File: src/rtl/ieeedrv_trkbuf_ctrl.sv
// Track buffer sequencer for one IEEE drive unit: waits for a stable track/head/sub-drive
// request, writes a dirty resident track back to SD, then loads the requested track.
module ieeedrv_trkbuf_ctrl #(
    parameter int          SUBDRV     = 2,
    parameter logic [15:0] SETTLE_CYC = 16'd4000
) (
    input  logic        clk_sys,
    input  logic        reset,
    input  logic        img_mounted,
    input  logic        img_readonly,
    input  logic        drv_act,
    input  logic        drv_hd,
    input  logic [7:0]  track,
    input  logic        buf_we,
    input  logic [31:0] lba_base,
    input  logic [4:0]  blk_cnt,
    output logic        req_drv,
    output logic        req_hd,
    output logic [7:0]  req_trk,
    output logic [31:0] sd_lba,
    output logic [3:0]  sd_blk,
    output logic        sd_rd,
    output logic        sd_wr,
    input  logic        sd_ack,
    output logic        busy,
    output logic        loaded
);

    localparam logic [2:0] ST_IDLE   = 3'd0;
    localparam logic [2:0] ST_SETTLE = 3'd1;
    localparam logic [2:0] ST_WB_REQ = 3'd2;
    localparam logic [2:0] ST_WB_ACK = 3'd3;
    localparam logic [2:0] ST_RD_REQ = 3'd4;
    localparam logic [2:0] ST_RD_ACK = 3'd5;

    logic [2:0]  state;
    logic        res_drv;
    logic        res_hd;
    logic [7:0]  res_trk;
    logic        dirty;
    logic [15:0] settle_cnt;
    logic [4:0]  blk;
    logic [9:0]  prev_tag;
    logic        mnt_q;
    logic        ack_idle;

    logic        cur_drv;
    logic [9:0]  cur_tag;
    logic [9:0]  res_tag;
    logic [9:0]  out_tag;
    logic        req_chg;
    logic        settle_done;
    logic [4:0]  blk_last;
    logic        last_blk;
    logic        mnt_fall;
    logic        mnt_rise;

    assign cur_drv     = (SUBDRV > 1) ? drv_act : 1'b0;
    assign cur_tag     = {cur_drv, drv_hd, track};
    assign res_tag     = {res_drv, res_hd, res_trk};
    assign out_tag     = {req_drv, req_hd, req_trk};
    assign req_chg     = (cur_tag != prev_tag);
    assign settle_done = !req_chg && (settle_cnt == SETTLE_CYC - 16'd1);
    assign blk_last    = (blk_cnt == 5'd0) ? 5'd0 : blk_cnt - 5'd1;
    assign last_blk    = (blk == blk_last);
    assign mnt_fall    = mnt_q && !img_mounted;
    assign mnt_rise    = !mnt_q && img_mounted;

    // NOTE: all state lives in one clocked block with non-blocking assignments; where two
    // branches write the same register in a cycle, the later assignment intentionally wins.
    always_ff @(posedge clk_sys) begin
        if (reset) begin
            state      <= ST_IDLE;
            res_drv    <= 1'b0;
            res_hd     <= 1'b0;
            res_trk    <= 8'hFF;
            dirty      <= 1'b0;
            settle_cnt <= '0;
            blk        <= '0;
            prev_tag   <= '0;
            mnt_q      <= 1'b0;
            ack_idle   <= 1'b0;
            req_drv    <= 1'b0;
            req_hd     <= 1'b0;
            req_trk    <= '0;
            sd_lba     <= '0;
            sd_blk     <= '0;
            sd_rd      <= 1'b0;
            sd_wr      <= 1'b0;
            busy       <= 1'b0;
            loaded     <= 1'b0;
        end else begin
            mnt_q    <= img_mounted;
            prev_tag <= cur_tag;

            // A transfer abandoned by reset or unmount may still hold sd_ack high.
            if (mnt_fall)
                ack_idle <= 1'b0;
            else if (!sd_ack)
                ack_idle <= 1'b1;

            if (req_chg)
                settle_cnt <= '0;
            else if (state == ST_SETTLE && !settle_done)
                settle_cnt <= settle_cnt + 16'd1;

            if (!img_mounted) begin
                state                     <= ST_IDLE;
                loaded                    <= 1'b0;
                dirty                     <= 1'b0;
                sd_rd                     <= 1'b0;
                sd_wr                     <= 1'b0;
                blk                       <= '0;
                {req_drv, req_hd, req_trk} <= cur_tag;
                if (mnt_fall)
                    busy <= 1'b1;
            end else begin
                case (state)
                    ST_IDLE: begin
                        {req_drv, req_hd, req_trk} <= cur_tag;
                        if (buf_we && loaded && !img_readonly)
                            dirty <= 1'b1;
                        if (mnt_rise) begin
                            res_trk <= 8'hFF;
                            loaded  <= 1'b0;
                        end else if (cur_tag != res_tag) begin
                            busy       <= 1'b1;
                            loaded     <= 1'b0;
                            settle_cnt <= '0;
                            state      <= ST_SETTLE;
                        end
                    end

                    ST_SETTLE: begin
                        {req_drv, req_hd, req_trk} <= cur_tag;
                        if (settle_done) begin
                            if (cur_tag == res_tag && res_trk != 8'hFF) begin
                                // Request came back to the resident track: contents still valid.
                                loaded <= 1'b1;
                                busy   <= 1'b0;
                                state  <= ST_IDLE;
                            end else if (dirty && !img_readonly) begin
                                {req_drv, req_hd, req_trk} <= res_tag;
                                blk   <= '0;
                                state <= ST_WB_REQ;
                            end else if (track == 8'hFF) begin
                                {res_drv, res_hd, res_trk} <= cur_tag;
                                dirty <= 1'b0;
                                state <= ST_IDLE;
                            end else begin
                                // The buffer is about to be overwritten, so the old tag is void.
                                {req_drv, req_hd, req_trk} <= cur_tag;
                                res_trk <= 8'hFF;
                                dirty   <= 1'b0;
                                blk     <= '0;
                                state   <= ST_RD_REQ;
                            end
                        end
                    end

                    ST_WB_REQ: begin
                        if (!sd_wr) begin
                            if (ack_idle) begin
                                sd_wr  <= 1'b1;
                                sd_lba <= lba_base + {27'd0, blk};
                                sd_blk <= blk[3:0];
                            end
                        end else if (sd_ack) begin
                            sd_wr <= 1'b0;
                            state <= ST_WB_ACK;
                        end
                    end

                    ST_WB_ACK: begin
                        if (!sd_ack) begin
                            if (last_blk) begin
                                dirty <= 1'b0;
                                blk   <= '0;
                                state <= ST_SETTLE;
                            end else begin
                                blk   <= blk + 5'd1;
                                state <= ST_WB_REQ;
                            end
                        end
                    end

                    ST_RD_REQ: begin
                        if (!sd_rd) begin
                            if (ack_idle) begin
                                sd_rd  <= 1'b1;
                                sd_lba <= lba_base + {27'd0, blk};
                                sd_blk <= blk[3:0];
                            end
                        end else if (sd_ack) begin
                            sd_rd <= 1'b0;
                            state <= ST_RD_ACK;
                        end
                    end

                    ST_RD_ACK: begin
                        if (!sd_ack) begin
                            if (last_blk) begin
                                {res_drv, res_hd, res_trk} <= out_tag;
                                loaded <= 1'b1;
                                busy   <= 1'b0;
                                blk    <= '0;
                                state  <= ST_IDLE;
                            end else if (cur_tag != out_tag) begin
                                blk        <= '0;
                                settle_cnt <= '0;
                                state      <= ST_SETTLE;
                            end else begin
                                blk   <= blk + 5'd1;
                                state <= ST_RD_REQ;
                            end
                        end
                    end

                    default: state <= ST_IDLE;
                endcase
            end
        end
    end

endmodule

File: config.mk
export PLATFORM = sky130hd
export DESIGN_NAME = ieeedrv_trkbuf_ctrl
export DESIGN_NICKNAME = d
export VERILOG_FILES = /design/src/rtl/ieeedrv_trkbuf_ctrl.sv
export SDC_FILE = /design/constraint.sdc
export NUM_CORES = 1
export LEC_CHECK = 0
export BUFFER_PORTS_ARGS = -buffer_cell sky130_fd_sc_hd__buf_2
export CORE_MARGIN = 2
export CORE_UTILIZATION = 35
export DETAILED_ROUTE_END_ITERATION = 8
export PLACE_DENSITY = 0.67
export SLEW_MARGIN = 20
export SYNTH_ARGS = -nofsm -noshare
export SYNTH_HDL_FRONTEND = slang
export SYNTH_SLANG_ARGS = --single-unit
File: constraint.sdc
create_clock -name clk_sys -period 3.25 [get_ports clk_sys]
set_input_delay 0.65 -clock clk_sys [delete_from_list [all_inputs] [get_ports clk_sys]]
set_output_delay 0.65 -clock clk_sys [all_outputs]
set_load 0.01 [all_outputs]
======== After elaboration in Yosys (flattened, before gate mapping) ========
Cells that the tools add are included.
cells by class
  $add $sub $neg .......................... 4
  equality and inequality tests ........... 42
  muxes and demuxes ....................... 106
  bitwise gates (word level) .............. 1
  reduce and logical (&&, ||, !) cells .... 31
operator list
  operator                 number
  $mux W16                 8
  $mux W32                 3
  $mux W8                  11
  $pmux W32 S2             1
  $mux W5                  10
  $mux W1                  42
  $mux W3                  14
  $ne A2 B2 Y1 const B     17
  $add A32 B5 Y32          1
  $pmux W16 S2             1
  $ne A10 B10 Y1           3
  $pmux W8 S3              1
  $reduce_and A8 Y1        3
  $ne A3 B3 Y1 const B     7
  $pmux W3 S6              1
  $add A16 B1 Y16 const B  1
  $eq A16 B12 Y1 const B   1
  $pmux W8 S2              1
  $pmux W5 S3              1
  $mux W4                  3
  $reduce_and A6 Y1        2
  $eq A10 B10 Y1           1
  $pmux W1 S3              3
  $reduce_and A9 Y1        1
  other kinds (25)         47
word-level totals
  flip-flop bits (word level) ............. 97
  input bits .............................. 53
  output and inout port bits .............. 50
  logic and storage cells ................. 203

======== Longest topological paths before layout ========
  word-level depth ........................ 12
  depth in mapped cells ................... 10

======== Worst setup path before layout ========
OpenSTA, ideal clock, no wires.
  kind .................................... in2reg
  start ................................... in blk_cnt[0]
  end ..................................... reg res_trk[0]
  arrival time ............................ 3.129 ns
  data required time ...................... 3.130 ns
  path slack .............................. 0.001 ns
  cell stages on the path ................. 10
  buffers on the path ..................... 1
  path through ............................ inv_1 -> ha_1 -> nor4b_1 -> nor2_1 -> xor2_1 -> nor4b_2 -> a21oi_1 -> or4b_1 -> buf_4 -> mux2i_1
between the ends
  longest elaborated chain between the ends .. 5
  elaborated cells between the ends (all ways) .. 6
  classes of those cells .................. 1 x add/sub; 2 x eq/ne; 1 x mux; 2 x reduce/logical
RTL lines
  element                                            line  RTL
  start: declaration                                 16    input logic [4:0] blk_cnt,
  $sub A5 B1 Y5 or $logic_not A5 Y1 (tied branches)  64    assign blk_last = (blk_cnt == 5'd0) ? 5'd0 : blk_cnt - 5'd1;
  $mux W5 *                                          64
  $eq A5 B5 Y1 *                                     65    assign last_blk = (blk == blk_last);
  $ne A2 B2 Y1 (no source line) *                    --
  $reduce_and A8 Y1 (no source line) *               --
  end signal: assignment                             147   {res_drv, res_hd, res_trk} <= cur_tag;
  end signal: assignment                             203   {res_drv, res_hd, res_trk} <= out_tag;
  end: declaration                                   39    logic [7:0] res_trk;
Every way passes the cells marked *; elsewhere a longest branch is shown, timed or not.
A chain may end at the register's enable or synchronous reset.

======== Worst setup path after layout ========
  start ................................... reg settle_cnt[14]
  end ..................................... reg res_trk[2]
between the ends
  longest elaborated chain between the ends .. 4
RTL lines
  element                             line  RTL
  start: declaration                  41    logic [15:0] settle_cnt;
  start signal: assignment            105   settle_cnt <= settle_cnt + 16'd1;
  $eq A16 B12 Y1                      63    assign settle_done = !req_chg && (settle_cnt == SETTLE_CYC - 16'd1);
  $logic_and A1 B1 Y1                 63
  $ne A2 B2 Y1 (no source line)       --
  $reduce_and A8 Y1 (no source line)  --
Every way passes these cells.

==> impl_metrics.env <==
export IMPL_synthArstFlopShare_pct=0
export IMPL_synth_area_leader_cell="dfxtp_1"
export IMPL_vias=4915
export IMPL_dr_first_iter_drc_count=272
export IMPL_vdd_drop_max_uv=252
export IMPL_grt_use_total_pct=17.8
export IMPL_max_freq_mhz=326
export IMPL_start_kind="flip-flop"
export IMPL_synth_nets=731
export IMPL_seq_area_frac_synth_pct=36.4
export IMPL_finalSetupTns_ns=0
export IMPL_slowest_delay_ns=0.53
export IMPL_synthesis_area_um2=5330
export IMPL_synth_area_top_cells="dfxtp_1, xnor2_1, nor2_1"
export IMPL_die_h_um=127
export IMPL_antenna_found_initial=0
export IMPL_detail_route_antenna_nets=0
export IMPL_rsz0062_at_grt="no"
export IMPL_hpwl_mm=10.5
export IMPL_cp_common_cell="or4_1"
export IMPL_firstDrtPassIters=4
export IMPL_dieArea_um2=16200
export IMPL_worstMarginPinSlew_ns=0.608
export IMPL_portBuffers=102
export IMPL_clk_pin_slew_worst_paths_ns=0.06
export IMPL_core_area_um2=15000
export IMPL_worstSkewPairLatency_ns=0.35
export IMPL_slew_headroom_pct=59.2
export IMPL_whs_ns=0.448
export IMPL_power_leakage_nw=2.55
export IMPL_avgRoutedWirePerCell_um=14.6
export IMPL_synth_warnings=0
export IMPL_post_route_drc_count=0
export IMPL_grt_max_degree=37
export IMPL_place_congestion=0.888
export IMPL_synthCells=669
export IMPL_grt_pass1_vias=4637
export IMPL_skew_ns=0.00673
export IMPL_power_density_nw_per_um2=417
export IMPL_antenna_diode_count=0
export IMPL_grt_overflow=0
export IMPL_worstPathArrival_ns=3.30
export IMPL_fin_nets=829
export IMPL_synth_seq_cells=97
export IMPL_critPathMaxFanout=8
export IMPL_num_fill_cells=1539
export IMPL_yosysTopAreaCellShare_pct=36.4
export IMPL_boundaryPins=103
export IMPL_outcome="complete, no violations"
export IMPL_worst_path_buf_inv=2
export IMPL_cp_required_ns=3.48
export IMPL_drive_above_1_share_pct=19.1
export IMPL_cts_tree="built"
export IMPL_drv_slew=0
export IMPL_hold_violations=0
export IMPL_synth_cell_type_count=59
export IMPL_synthToLayoutAreaGrowth_pct=20.5
export IMPL_critical_path_class="reg -> reg"
export IMPL_avgSynthCellArea_um2=7.97
export IMPL_cts_root_buf="clkbuf_16"
export IMPL_cts_sinks=97
export IMPL_fin_crit_sh_pct=94.5
export IMPL_wirelength_mm=14.0
export IMPL_grt_pass1_wl_mm=23.2
export IMPL_cts_max_level=3
export IMPL_setup_violations=0
export IMPL_endpoint_kind="flip-flop"
export IMPL_num_rows=45
export IMPL_via_per_inst=5.13
export IMPL_synth_edf_count=0
export IMPL_cpLargestDelayFamily="simple AND/OR/NAND/NOR gates"
export IMPL_die_width_um=127
export IMPL_clock_path_buffers=2
export IMPL_path_cells="or4_1, or4_1, or4_1, buf_4, nand2_1, nand2_1, or4b_1, buf_4, mux2i_1"
export IMPL_initial_utilization_pct=35.5
export IMPL_maxCapViolations=0
export IMPL_slowest_stage="or4_1"
export IMPL_period_needed_ns=3.07
export IMPL_hold_class="reg -> reg"
export IMPL_cts_buffers=9
export IMPL_ys_flop_type="dfxtp_1"
## path summary, 6_finish.rpt
check	start	cells past startpoint	to	slack (ns)
hold / removal	sd_lba[4]	2	sd_lba[4]	0.45
hold reg to reg	sd_lba[4]	2	sd_lba[4]	0.45
setup reg to reg	settle_cnt[14]	9	res_trk[2]	0.18
setup / recovery	settle_cnt[14]	9	res_trk[2]	0.18
## stage by stage
| stage | total power [mW] | cells | util [%] | worst slack, ns | cell area (um2) |
|---|---|---|---|---|---|
| detailed placement | 1.57 | 944 | 40.6 | 0.0620 | 6110 |
| global route | 2.79 | 959 | 42.7 | 0.0257 | 6430 |
| CTS | 2.71 | 959 | 42.7 | 0.0523 | 6420 |
| global placement | 1.57 | 944 | 40.6 | 0.128 | 6110 |
| floorplan | 1.45 | 669 | - | 0.00150 | 5330 |
| finish | 2.68 | 959 | 42.7 | 0.179 | 6430 |
## registers in the layout (all words and copies together), names as in the netlist, 3 cells and up
name	cells
res_trk	8
sd_blk	4
settle_cnt	16
blk	5
sd_lba	32
req_trk	8
state	3
prev_tag	10
## layout make-up
cell class	instances	area, um2	area share [%]
Multi-Input combinational cell	516	3170	49.4
Sequential cell	97	1940	30.2
Timing Repair Buffer	125	696	10.8
Clock buffer	12	246	3.84
Tap cell	188	235	3.66
Inverter	18	67.6	1.05
Clock inverter	3	65.1	1.01
## cells in the mapped netlist, drive strengths merged (7+ instances only)
master    n
inv      17
nand4    16
mux2i    21
o21ai    23
a211oi   31
nand2b    7
nand3    19
xnor2    59
and3     13
xor2     12
clkbuf   34
a311oi    9
nor2b    21
a21oi    28
nand2    65
nor3     21
nor2    100
ha        8
or3      13
dfxtp    97
## cells by family after synthesis
family | count (synthesis) | share of synthesized area (%)
simple gates | 299 | 27.1
buf+inv | 56 | 4.18
flops | 97 | 36.4
xor+xnor | 71 | 11.7
compound gates | 114 | 14.0
fa+ha+maj | 9 | 2.25
mux | 23 | 4.36
## layout by cell type (no fill, tap or decap), types with 12 or more instances in the layout
master and n:
nor3_1 21, inv_1 17, buf_4 22, dfxtp_1 97, nand3_1 19, nand2_1 65
xor2_1 12, a211oi_1 31, buf_2 102, a21oi_1 27, nor2b_1 21, nand4_1 16
o21ai_0 23, xnor2_1 59, or3_1 12, nor2_1 100, mux2i_1 21, and3_1 12
## routing by layer
layer | wire [um] | vias to the layer above | global-route usage (%)
li1 | - | 2520 | -
met3 | 1260 | 11 | 6.57
met4 | 155 | 0 | 4.72
met1 | 6220 | 2241 | 22.7
met5 | 0 | - | 0
met2 | 6330 | 143 | 28.4
## what timing repair did
item	in CTS	in global routing
setup endpoints to repair	0	10
gates resized for setup	0	1
hold buffers	0	0
setup buffers	0	0
## worst min-delay path, delay by kind of cell (launching register included)
family | cells | cell delay [ns]
simple gates | 1 | 0.05
compound gates | 1 | 0.05
flops | 1 | 0.31
## report_power, final
group | leakage [nW] | switching, mW | internal, mW | total [mW]
combinational | 1.61 | 0.174 | 0.137 | 0.311
sequential | 0.788 | 0.0214 | 1.21 | 1.23
clock | 0.153 | 0.446 | 0.691 | 1.14
Power figures use the tool's default switching activity.
